`src/rtl/inst_fetch.sv`:
```
// Instruction-fetch responder: turns PC/ce requests into req/ack memory reads and
// returns one word per fetch with a valid strobe. Optional IFETCH_LASTHIT_EN adds a one-entry last-hit buffer.
module inst_fetch #(
    parameter int ADDR_W  = 30,
    parameter int TIMEOUT = 255
) (
    input  logic              clk,
    input  logic              rst,
    input  logic [31:0]       pc_i,
    input  logic              ce_i,
    input  logic              flush_i,
    output logic              bbl_o,
    output logic [31:0]       inst_o,
    output logic              inst_valid_o,
    output logic              err_o,
    output logic              mem_req_o,
    output logic [ADDR_W-1:0] mem_addr_o,
    input  logic [31:0]       mem_rdata_i,
    input  logic              mem_ack_i
);

    typedef enum logic [1:0] {
        IDLE = 2'd0,
        WAIT = 2'd1,
        DONE = 2'd2
    } state_t;

    localparam logic [7:0] TIMEOUT_C = 8'(TIMEOUT);
    localparam logic [31:0] NOP = 32'h0000_0000;

    state_t            state_reg;
    logic [7:0]        cnt_reg;
    logic [31:0]       inst_reg;
    logic              valid_reg;
    logic              err_reg;
    logic              req_reg;
    logic              drop_reg;
    logic [ADDR_W-1:0] addr_reg;

    logic [ADDR_W-1:0] pc_word;
    logic              pc_misaligned;
    logic              hit;

    assign pc_word       = pc_i[ADDR_W+1:2];
    assign pc_misaligned = (pc_i[1:0] != 2'b00);

`ifdef IFETCH_LASTHIT_EN
    logic              lh_valid_reg;
    logic [ADDR_W-1:0] lh_tag_reg;
    logic [31:0]       lh_data_reg;

    assign hit = lh_valid_reg && (lh_tag_reg == pc_word);
`else
    assign hit = 1'b0;
`endif

    always_ff @(posedge clk) begin
        if (rst) begin
            state_reg <= IDLE;
            cnt_reg   <= 8'd0;
            inst_reg  <= NOP;
            valid_reg <= 1'b0;
            err_reg   <= 1'b0;
            req_reg   <= 1'b0;
            drop_reg  <= 1'b0;
            addr_reg  <= '0;
`ifdef IFETCH_LASTHIT_EN
            lh_valid_reg <= 1'b0;
            lh_tag_reg   <= '0;
            lh_data_reg  <= NOP;
`endif
        end else begin
            valid_reg <= 1'b0;
            err_reg   <= 1'b0;
            case (state_reg)
                IDLE: begin
                    if (ce_i) begin
                        if (pc_misaligned) begin
                            inst_reg  <= NOP;
                            err_reg   <= 1'b1;
                            valid_reg <= !flush_i;
                            state_reg <= DONE;
                        end else if (hit) begin
`ifdef IFETCH_LASTHIT_EN
                            inst_reg  <= lh_data_reg;
`endif
                            valid_reg <= !flush_i;
                            state_reg <= DONE;
                        end else begin
                            addr_reg  <= pc_word;
                            cnt_reg   <= 8'd0;
                            req_reg   <= 1'b1;
                            state_reg <= WAIT;
                        end
                    end
                end
                WAIT: begin
                    if (flush_i) begin
                        drop_reg <= 1'b1;
                    end
                    // An ack in the last allowed cycle still wins over the timeout.
                    if (mem_ack_i) begin
                        inst_reg  <= mem_rdata_i;
                        valid_reg <= !(drop_reg || flush_i);
                        req_reg   <= 1'b0;
                        state_reg <= DONE;
`ifdef IFETCH_LASTHIT_EN
                        lh_valid_reg <= 1'b1;
                        lh_tag_reg   <= addr_reg;
                        lh_data_reg  <= mem_rdata_i;
`endif
                    end else if (cnt_reg == TIMEOUT_C) begin
                        inst_reg  <= NOP;
                        err_reg   <= 1'b1;
                        valid_reg <= !(drop_reg || flush_i);
                        req_reg   <= 1'b0;
                        state_reg <= DONE;
                    end else begin
                        cnt_reg <= cnt_reg + 8'd1;
                    end
                end
                DONE: begin
                    drop_reg  <= 1'b0;
                    state_reg <= IDLE;
                end
                default: begin
                    req_reg   <= 1'b0;
                    drop_reg  <= 1'b0;
                    state_reg <= IDLE;
                end
            endcase
        end
    end

    // The PC is released only during DONE, so it advances as the word is delivered.
    assign bbl_o        = ce_i && (state_reg != DONE);
    assign inst_o       = inst_reg;
    assign inst_valid_o = valid_reg;
    assign err_o        = err_reg;
    assign mem_req_o    = req_reg;
    assign mem_addr_o   = addr_reg;

endmodule
```
`config.mk`:
```
export PLATFORM = sky130hd
export DESIGN_NAME = inst_fetch
export DESIGN_NICKNAME = d
export VERILOG_FILES = /design/src/rtl/inst_fetch.sv
export SDC_FILE = /design/constraint.sdc
export NUM_CORES = 1
export LEC_CHECK = 0
export ABC_AREA = 1
export CAP_MARGIN = 5
export CORE_MARGIN = 3
export CORE_UTILIZATION = 42
export CTS_CLUSTER_SIZE = 30
export DETAILED_ROUTE_END_ITERATION = 8
export HOLD_SLACK_MARGIN = 0.15
export PLACE_DENSITY = 0.91
export REMOVE_ABC_BUFFERS = 1
export SLEW_MARGIN = 30
export SYNTH_ARGS = -nofsm -noshare
export SYNTH_HDL_FRONTEND = slang
export SYNTH_SLANG_ARGS = --single-unit
```
`constraint.sdc`:
```
create_clock -name clk -period 1.6 [get_ports clk]
set_input_delay 0.24 -clock clk [delete_from_list [all_inputs] [get_ports clk]]
set_output_delay 0.24 -clock clk [all_outputs]
set_load 0.01 [all_outputs]
```
==> impl_metrics.py, run 1 <==
metrics = {
    "outcome": {
        "outcome": "finished clean",
    },
    "clock_network": {
        "insertion_delay_ns": 0.34,
        "cts_buffers": 9,
        "htreeDepth": 3,
        "clkSinkCount": 76,
        "cts_hold_buffers": 0,
        "post_cts_buffers": 0,
        "clockRootBuffer": "clkbuf_8",
        "cts_max_path_buffers": 2,
        "clk_pin_slew_ns": 0.08,
        "cts_tree": "yes",
        "cts-resized-gates": 4,
    },
    "timing": {
        "fin_ws_ns": 0.0293,
        "slew_viol_final": 0,
        "hold_violations": 0,
        "whs_ns": 0.446,
        "slew_headroom": 0.806,
        "fin_tns_setup_ns": 0,
        "worst_slew_pin_slew_ns": 0.289,
        "period_minus_slack_ns": 1.57,
        "timing.fmax_ghz": 0.637,
        "setup_viol": 0,
        "post-route-period-util": 0.982,
        "clock-skew-final_ns": 0.0103,
    },
    "synthesis": {
        "synthXorXnorAreaFrac": 0,
        "synth_compound_area_frac": 0.179,
        "synth_top_family_by_area": "simple AND/OR/NAND/NOR gates",
        "synth_fa_ha_area_frac": 0.00412,
        "synth-seq-area-share": 0.501,
        "synthTopCellsByCount": "nand2_1 (82), dfxtp_1 (76), a21oi_1 (66)",
        "synthSimpleGateAreaFrac": 0.212,
        "synth_area_sq_mm": 0.00304,
        "synthCells": 388,
        "synth_area_leader_cell": "dfxtp_1",
        "yosys_most_used_dff": "dfxtp_1",
        "synth_area_leaders": "dfxtp_1 (50%), a21oi_1 (11%), nand2_1 (10%)",
        "async_reset_ff_frac": 0,
        "ys_ff_latch": 76,
        "syn_avg_cell_area_sq_um": 7.83,
        "muxShareOfSynthArea": 0,
        "yosysTopAreaCellShare": 0.501,
        "synth_edf_count": 0,
        "yosys_warnings": 0,
        "yosysMostFrequentCell": "nand2_1",
        "yosysUniqueCellTypes": 28,
    },
    "place": {
        "hpwl_um": 6270,
        "dp_slack_ns": -0.112,
        "dpl_cell_area_sq_mm": 0.00453,
        "place_congestion": 0.899,
        "io_buffers": 134,
    },
    "worst_setup_path": {
        "cp_slowest_cell": "clkdlybuf4s50_1",
        "max_stage_delay_ns": 0.61,
        "cp.required_ns": 1.36,
        "crit_fanout": 2,
        "path_buf_inv": 1,
        "critical_path.top_delay_family": "buffers and inverters",
        "end_kind": "primary output",
        "start_kind": "flip-flop",
        "critPathArrivalTime_ns": 1.33,
        "critical_path_class": "reg -> out",
        "path_cells": "clkdlybuf4s50_1",
    },
    "grt": {
        "grt_pass1_vias": 2833,
        "grt_max_degree": 37,
        "grt_antenna_before_repair": 0,
        "grt_overflow": 0,
        "grt_pass1_wl_um": 13400,
        "grt_usage": 0.198,
    },
    "route": {
        "vias": 2972,
        "wl_per_cell_um": 13.8,
        "dr.pass1.iters": 5,
        "initialDrtViolationCount": 131,
        "drc": 0,
        "ant_nets": 0,
        "drt-total-wl_um": 8630,
        "vias_per_cell": 4.76,
    },
    "flow_run": {
        "cap_violations": 0,
    },
    "die": {
        "die_h_um": 91.1,
        "die-width_um": 91.1,
        "core.rowCount": 30,
        "die_area_sq_mm": 0.00829,
        "io_pins": 135,
        "coreArea_sq_mm": 0.00691,
        "initial_utilization": 0.440,
    },
    "pwr": {
        "leakage_nw": 1.77,
        "p_int_mw": 3.49,
        "p_switching_mw": 1.14,
        "pwr-share-comb": 0.176,
        "powerDensity_mw_per_mm2": 966,
        "swShare": 0.246,
        "power_frac_seq": 0.439,
        "clkPwrFrac": 0.386,
        "ir_drop_v": 0.000631,
    },
    "final_layout": {
        "design_area_sq_mm": 0.00479,
        "syn_to_final_growth_pct": 57.6,
        "finalNetCount": 594,
        "n_fill_cell": 558,
        "largest_reg_flops": 32,
        "n_antenna_cell": 0,
        "drive_gt1_frac": 0.117,
        "post-route-util": 0.693,
    },
    "worst_hold_path": {
        "hold_path.class": "reg -> reg",
    },
}
## logic make-up (layout without fill, tap and decap cells)
logic type	Yosys count	in the layout
AND/OR/NAND/NOR	134	134
AO/OA/AOI/OAI	104	104
flip-flops	76	76
buffers and inverters	73	214
adder cells (fa/ha/maj)	1	1
## per-layer routing
| layer | vias up | wire length, um | global-route usage |
|---|---|---|---|
| met4 | 0 | 269 | 0.104 |
| met3 | 17 | 377 | 0.0398 |
| met1 | 1362 | 3360 | 0.220 |
| met2 | 95 | 4620 | 0.353 |
| li1 | 1498 | - | - |
| met5 | - | 0 | 0 |
## through the flow
step	cells	power, mW
after floorplan	368	2.40
after global placement	609	2.86
after detailed placement	609	2.88
after CTS	625	4.66
after global routing	625	4.82
final	625	4.63
## worst register-to-register path: stages (launching register included)
cell	delay, ns
dfxtp_1	0.35
ha_2	0.20
nand2_2	0.11
nor2_4	0.14
nand2_1	0.10
nand3_2	0.12
nand3_4	0.08
buf_12	0.18
nand2_1	0.09
a21oi_1	0.06
## layout by cell type (no fill, tap or decap)
cell and n:
dlygate4sd2_1 1, inv_2 2, bufinv_16 3, nor3b_1 2, clkinv_4 1, dfxtp_1 73
clkdlybuf4s50_1 132, inv_6 1, clkbuf_8 10, nor3_1 1, buf_12 5, nor2_1 13
nand3_4 1, nor2_4 4, dfxtp_2 3, buf_4 6, nand3_2 2, nand4_1 1
nand2_4 3, nand2_1 82, nand3b_1 1, ha_2 1, nor2_2 2, o21ai_0 32
o21ai_2 1, a21oi_1 66, dlymetal6s2s_1 1, inv_1 51, nand2_2 11, nand3_1 10
a21oi_2 5, nand4_2 1, clkbuf_1 1
## power by group through the flow
stage | logic [mW] | registers (mW) | clock network, mW
after global routing | 0.873 | 2.04 | 1.90
final | 0.812 | 2.03 | 1.79
after floorplan | 0.297 | 2.10 | 0
after detailed placement | 0.810 | 2.07 | 0
after CTS | 0.816 | 2.03 | 1.82
after global placement | 0.791 | 2.07 | 0
## area by class of cell
class                           instances  area, sq um  area share
Multi-Input combinational cell        239         1210       0.252
Clock buffer                           11          141      0.0295
Clock inverter                          5          108      0.0225
Sequential cell                        76         1530       0.318
Inverter                               53          199      0.0415
Tap cell                               96          120      0.0251
Timing Repair Buffer                  145         1490       0.311
## worst paths after layout
| path | startpoint | end | slack, ns | cells past startpoint |
|---|---|---|---|---|
| worst max-delay path | inst_o[19] | inst_o[19] | 0.03 | 1 |
| worst max register to register | cnt_reg[0] | inst_o[1] | 0.06 | 9 |
| worst min register to register | mem_addr_o[2] | mem_addr_o[2] | 0.45 | 2 |
| worst min-delay path | mem_addr_o[2] | mem_addr_o[2] | 0.45 | 2 |
Power figures use the tool's default switching activity.
==> inputs of run 2 (changes only) <==
- PLACE_DENSITY: 0.91 -> 0.8
==> run 2 against run 1 <==
  * Sequential power is essentially flat
  * Largest power group unchanged
  * First-iteration DRC count is 13% lower
  * Via count is 0.20% lower
  * Critical path depth increased by 8
==> impl_metrics.py, run 2 (synthesis results as in run 1) <==
metrics = {
    "outcome": {
        "outcome": "finished clean",
    },
    "worst_setup_path": {
        "critical_path_class": "reg -> reg",
        "ff2ff_setup_slack_ns": 0.09,
        "path_cells": "ha_2 -> nand2_2 -> nor2_4 -> nand2_2 -> nand3_2 -> nand3_4 -> buf_12 -> nand2_1 -> a21oi_1",
        "start_kind": "flip-flop",
        "cp.required_ns": 1.83,
        "crit_fanout": 17,
        "cp_slowest_cell": "dfxtp_2",
        "end_kind": "flip-flop",
        "max_stage_delay_ns": 0.35,
        "crit_top_cell": "nand2_2",
        "critPathArrivalTime_ns": 1.74,
    },
    "clock_network": {
        "cts_buffers": 9,
        "clkSinkCount": 76,
        "cts_tree": "yes",
        "cts_max_path_buffers": 2,
        "clockRootBuffer": "clkbuf_8",
        "htreeDepth": 3,
        "insertion_delay_ns": 0.34,
        "clk_pin_slew_ns": 0.08,
    },
    "timing": {
        "hold_violations": 0,
        "worst_slew_pin_slew_ns": 0.381,
        "fin_ws_ns": 0.0858,
        "timing.fmax_ghz": 0.660,
        "slew_headroom": 0.744,
        "clock-skew-final_ns": 0.0102,
        "period_minus_slack_ns": 1.51,
        "setup_viol": 0,
        "post-route-period-util": 0.946,
        "fin_tns_setup_ns": 0,
        "slew_viol_final": 0,
    },
    "final_layout": {
        "design_area_sq_mm": 0.00478,
        "layout_commonest_cell": "clkdlybuf4s50_1",
        "n_antenna_cell": 0,
        "multi_input_area_sq_mm": 0.00121,
        "n_fill_cell": 563,
        "drive_gt1_frac": 0.124,
        "largest_reg_flops": 32,
        "final_cells": 628,
        "final_cell_mix": "clkdlybuf4s50_1 (133), nand2_1 (81), dfxtp_1 (73)",
        "syn_to_final_growth_pct": 57.1,
        "finalNetCount": 597,
        "regArea_sq_mm": 0.00153,
    },
    "place": {
        "place_congestion": 0.833,
        "dpl.cell_count": 608,
        "hpwl_um": 5860,
        "io_buffers": 134,
        "dp_slack_ns": -0.135,
        "dpl_cell_area_sq_mm": 0.00452,
    },
    "route": {
        "wl_per_cell_um": 13.3,
        "vias_per_cell": 4.72,
        "drc": 0,
        "initialDrtViolationCount": 114,
        "drt-total-wl_um": 8360,
        "ant_nets": 0,
        "vias": 2966,
        "dr.pass1.iters": 4,
    },
    "grt": {
        "grt_usage": 0.191,
        "grt_overflow": 0,
        "grt_pass1_wl_um": 13000,
        "grt_max_degree": 43,
        "grt_antenna_before_repair": 0,
        "grt_pass1_vias": 2687,
    },
    "pwr": {
        "clkPwrFrac": 0.331,
        "pwr-share-comb": 0.201,
        "p_int_mw": 3.16,
        "ir_drop_v": 0.000621,
        "powerDensity_mw_per_mm2": 907,
        "total_power_mw": 4.33,
        "p_switching_mw": 1.17,
        "power_frac_seq": 0.468,
        "swShare": 0.270,
        "leakage_nw": 1.75,
    },
    "die": {
        "core.rowCount": 30,
        "die-width_um": 91.1,
        "io_pins": 135,
        "initial_utilization": 0.440,
        "die_area_sq_mm": 0.00829,
        "coreArea_sq_mm": 0.00691,
        "die_h_um": 91.1,
    },
    "flow_run": {
        "cap_violations": 0,
    },
    "worst_hold_path": {
        "hold_path.class": "reg -> reg",
    },
}
-- run 2: cell types whose count changed in the layout (fill, tap and decap cells not counted), sizes merged --
cell	before	now
clkdlybuf4s50	132	133
dlymetal6s2s	1	0
bufinv	3	1
buf	11	13
clkinvlp	0	2
clkinv	1	2
-- run 2: path summary, 6_finish.rpt --
check	from	end	cells after the start
max reg2reg	cnt_reg[1]	inst_o[7]	9
min	mem_addr_o[7]	mem_addr_o[7]	2
max	cnt_reg[1]	inst_o[7]	9
min reg2reg	mem_addr_o[7]	mem_addr_o[7]	2
-- run 2: critical path: cells and delay by family, from the launching register on --
kind | cells | cell delay (ns)
AO/OA/AOI/OAI | 1 | 0.07
adder cells (fa/ha/maj) | 1 | 0.18
buffers and inverters | 1 | 0.18
flip-flops | 1 | 0.35
AND/OR/NAND/NOR | 6 | 0.62
-- run 2: routing by layer --
metal  global-route usage  wire length (um)
met5                    0                 0
met4               0.0905               176
met3               0.0456               487
met2                0.327              4390
met1                0.224              3310
-- run 2: through the flow --
step / util / hold slack [ns]
after floorplan: - / 0.302
after global placement: 0.654 / 0.429
after detailed placement: 0.654 / 0.436
after CTS: 0.682 / 0.435
after global routing: 0.691 / 0.449
final: 0.691 / 0.443
-- run 2: power groups by stage --
stage               registers (mW)  logic (mW)  clock network, mW
finish                        2.03       0.869               1.43
global route                  2.04       0.938               1.54
CTS                           2.03       0.814               1.48
detailed placement            2.07       0.811                  0
global placement              2.06       0.797                  0
floorplan                     2.10       0.297                  0
-- run 2: area by class of cell --
| cell class | instances | share of cell area |
|---|---|---|
| Timing Repair Buffer | 148 | 0.320 |
| Sequential cell | 76 | 0.319 |
| Multi-Input combinational cell | 239 | 0.254 |
| Inverter | 53 | 0.0417 |
| Clock buffer | 10 | 0.0267 |
| Tap cell | 96 | 0.0252 |
| Clock inverter | 6 | 0.0134 |
-- run 2: repair_timing --
item / CTS / global route
buffers inserted: 0 / 2
resized for setup: 2 / 6
cloned: 0 / 2
pin swaps: 0 / 1
endpoints found under the setup margin: 1 / 41
hold buffers: 0 / 0
==> inputs of run 3 (changes only) <==
- CORE_ASPECT_RATIO: unset -> 1.1
- REMOVE_ABC_BUFFERS: 1 -> unset
- SETUP_SLACK_MARGIN: unset -> 0.02
==> run 3 against run 2 <==
  * Global-route usage grew 0.55 points
  * Sequential share of layout area grew 0.11 points
  * Clock power grew 10%
  * Sequential cell count is the same
  * Worst setup slack gained 0.0035 ns
  * Combinational power shrank 4.0%
  * Clock skew grew 0.00092 ns
  * Register-to-register slack gained 0.03 ns
  * First-iteration DRC count shrank 25%
  * Design area shrank 0.34%
  * Critical path depth shrank 8
  * Worst hold slack lost 0.016 ns
  * Largest power group unchanged
==> impl_metrics.py, run 3 (synthesis results as in run 1) <==
metrics = {
    "route": {
        "drt-total-wl_um": 7910,
        "ant_nets": 0,
        "drc": 0,
        "initialDrtViolationCount": 86,
        "wl_per_cell_um": 12.8,
        "dr.pass1.iters": 4,
        "vias_per_cell": 4.75,
        "vias": 2924,
    },
    "grt": {
        "grt_antenna_before_repair": 0,
        "grt_usage": 0.197,
        "grt_pass1_vias": 2779,
        "grt_overflow": 0,
        "grt_pass1_wl_um": 12800,
        "grt_max_degree": 61,
    },
    "pwr": {
        "powerDensity_mw_per_mm2": 933,
        "ir_drop_v": 0.000600,
        "total_power_mw": 4.44,
        "leakage_nw": 1.75,
    },
    "timing": {
        "setup_viol": 0,
        "worst_slew_pin_slew_ns": 0.461,
        "timing.fmax_ghz": 0.662,
        "hold_violations": 0,
        "period_minus_slack_ns": 1.51,
        "slew_headroom": 0.693,
        "rsz0062_at_grt": "false",
        "post-route-period-util": 0.944,
        "clock-skew-final_ns": 0.0111,
        "whs_ns": 0.427,
        "slew_viol_final": 0,
    },
    "clock_network": {
        "insertion_delay_ns": 0.34,
        "cts_tree": "yes",
        "cts_hold_buffers": 0,
        "clk_pin_slew_ns": 0.08,
        "clkSinkCount": 76,
        "clockRootBuffer": "clkbuf_8",
        "cts_buffers": 9,
        "htreeDepth": 3,
        "cts_max_path_buffers": 2,
    },
    "final_layout": {
        "n_antenna_cell": 0,
        "largest_reg_flops": 32,
        "layout_commonest_cell": "clkdlybuf4s50_1",
        "final_cell_mix": "clkdlybuf4s50_1 (132), nand2_1 (82), dfxtp_1 (73)",
        "finalNetCount": 599,
        "syn_to_final_growth_pct": 56.6,
        "drive_gt1_frac": 0.129,
        "final_cells": 616,
    },
    "worst_setup_path": {
        "cp_slowest_cell": "clkdlybuf4s50_1",
        "crit_fanout": 2,
        "critical_path_class": "reg -> out",
        "critical_path.top_delay_family": "buffers and inverters",
        "end_kind": "primary output",
        "path_buf_inv": 1,
        "cp.required_ns": 1.36,
        "r2r_cells": 9,
        "path_cells": "clkdlybuf4s50_1",
        "critPathArrivalTime_ns": 1.27,
        "max_stage_delay_ns": 0.58,
        "start_kind": "flip-flop",
        "cp_num_cells": 1,
    },
    "worst_hold_path": {
        "min_path_cells": 5,
        "hold_path.class": "in -> reg",
    },
    "place": {
        "dpl.cell_count": 597,
        "io_buffers": 134,
        "place_congestion": 0.836,
        "hpwl_um": 5860,
    },
    "flow_run": {
        "cap_violations": 0,
    },
    "die": {
        "die-width_um": 87.1,
        "die_h_um": 95.2,
        "die_area_sq_mm": 0.00829,
        "io_pins": 135,
        "coreArea_sq_mm": 0.00679,
        "core.rowCount": 31,
        "initial_utilization": 0.448,
    },
    "outcome": {
        "outcome": "finished clean",
    },
    "synthesis": {
        "syn-num-nets": 458,
    },
}
-- run 3: final cells by class --
class / count / area [sq um]
Clock buffer: 10 / 128
Clock inverter: 6 / 88.8
Sequential cell: 76 / 1530
Inverter: 53 / 199
Timing Repair Buffer: 150 / 1510
Fill cell: 550 / 2030
Tap cell: 82 / 103
Multi-Input combinational cell: 239 / 1210
-- run 3: final timing paths --
check                  from        endpoint  slack [ns]
min                     rst   mem_addr_o[8]        0.43
max              inst_o[16]      inst_o[16]        0.09
max reg2reg      cnt_reg[0]      inst_o[31]        0.12
min reg2reg  mem_addr_o[26]  mem_addr_o[26]        0.44
-- run 3: repair_timing --
item,4_1_cts,5_1_grt
resized for setup,2,6
setup buffers,0,3
pin swaps,0,1
endpoints found under the setup margin,1,41
-- run 3: report_power, final --
group	internal (mW)	switching (mW)
clock	0.879	0.703
combinational	0.446	0.388
sequential	1.98	0.0519
total	3.30	1.14
-- run 3: metal layers --
metal	up-vias	global-route usage	wire, um
met1	1304	0.221	3040
li1	1511	-	-
met3	10	0.0838	788
met4	0	0.0857	152
met5	-	0	0
met2	99	0.325	3930
-- run 3: metrics by stage --
stage	TNS [ns]	cell area, sq um	setup slack [ns]	utilization
after CTS	0	4720	0.0446	0.696
after global placement	-0.225	4510	-0.0708	0.664
final	0	4760	0.0892	0.701
after global routing	0	4760	0.00437	0.701
after detailed placement	-0.582	4510	-0.0799	0.664
after floorplan	0	3040	0.151	-
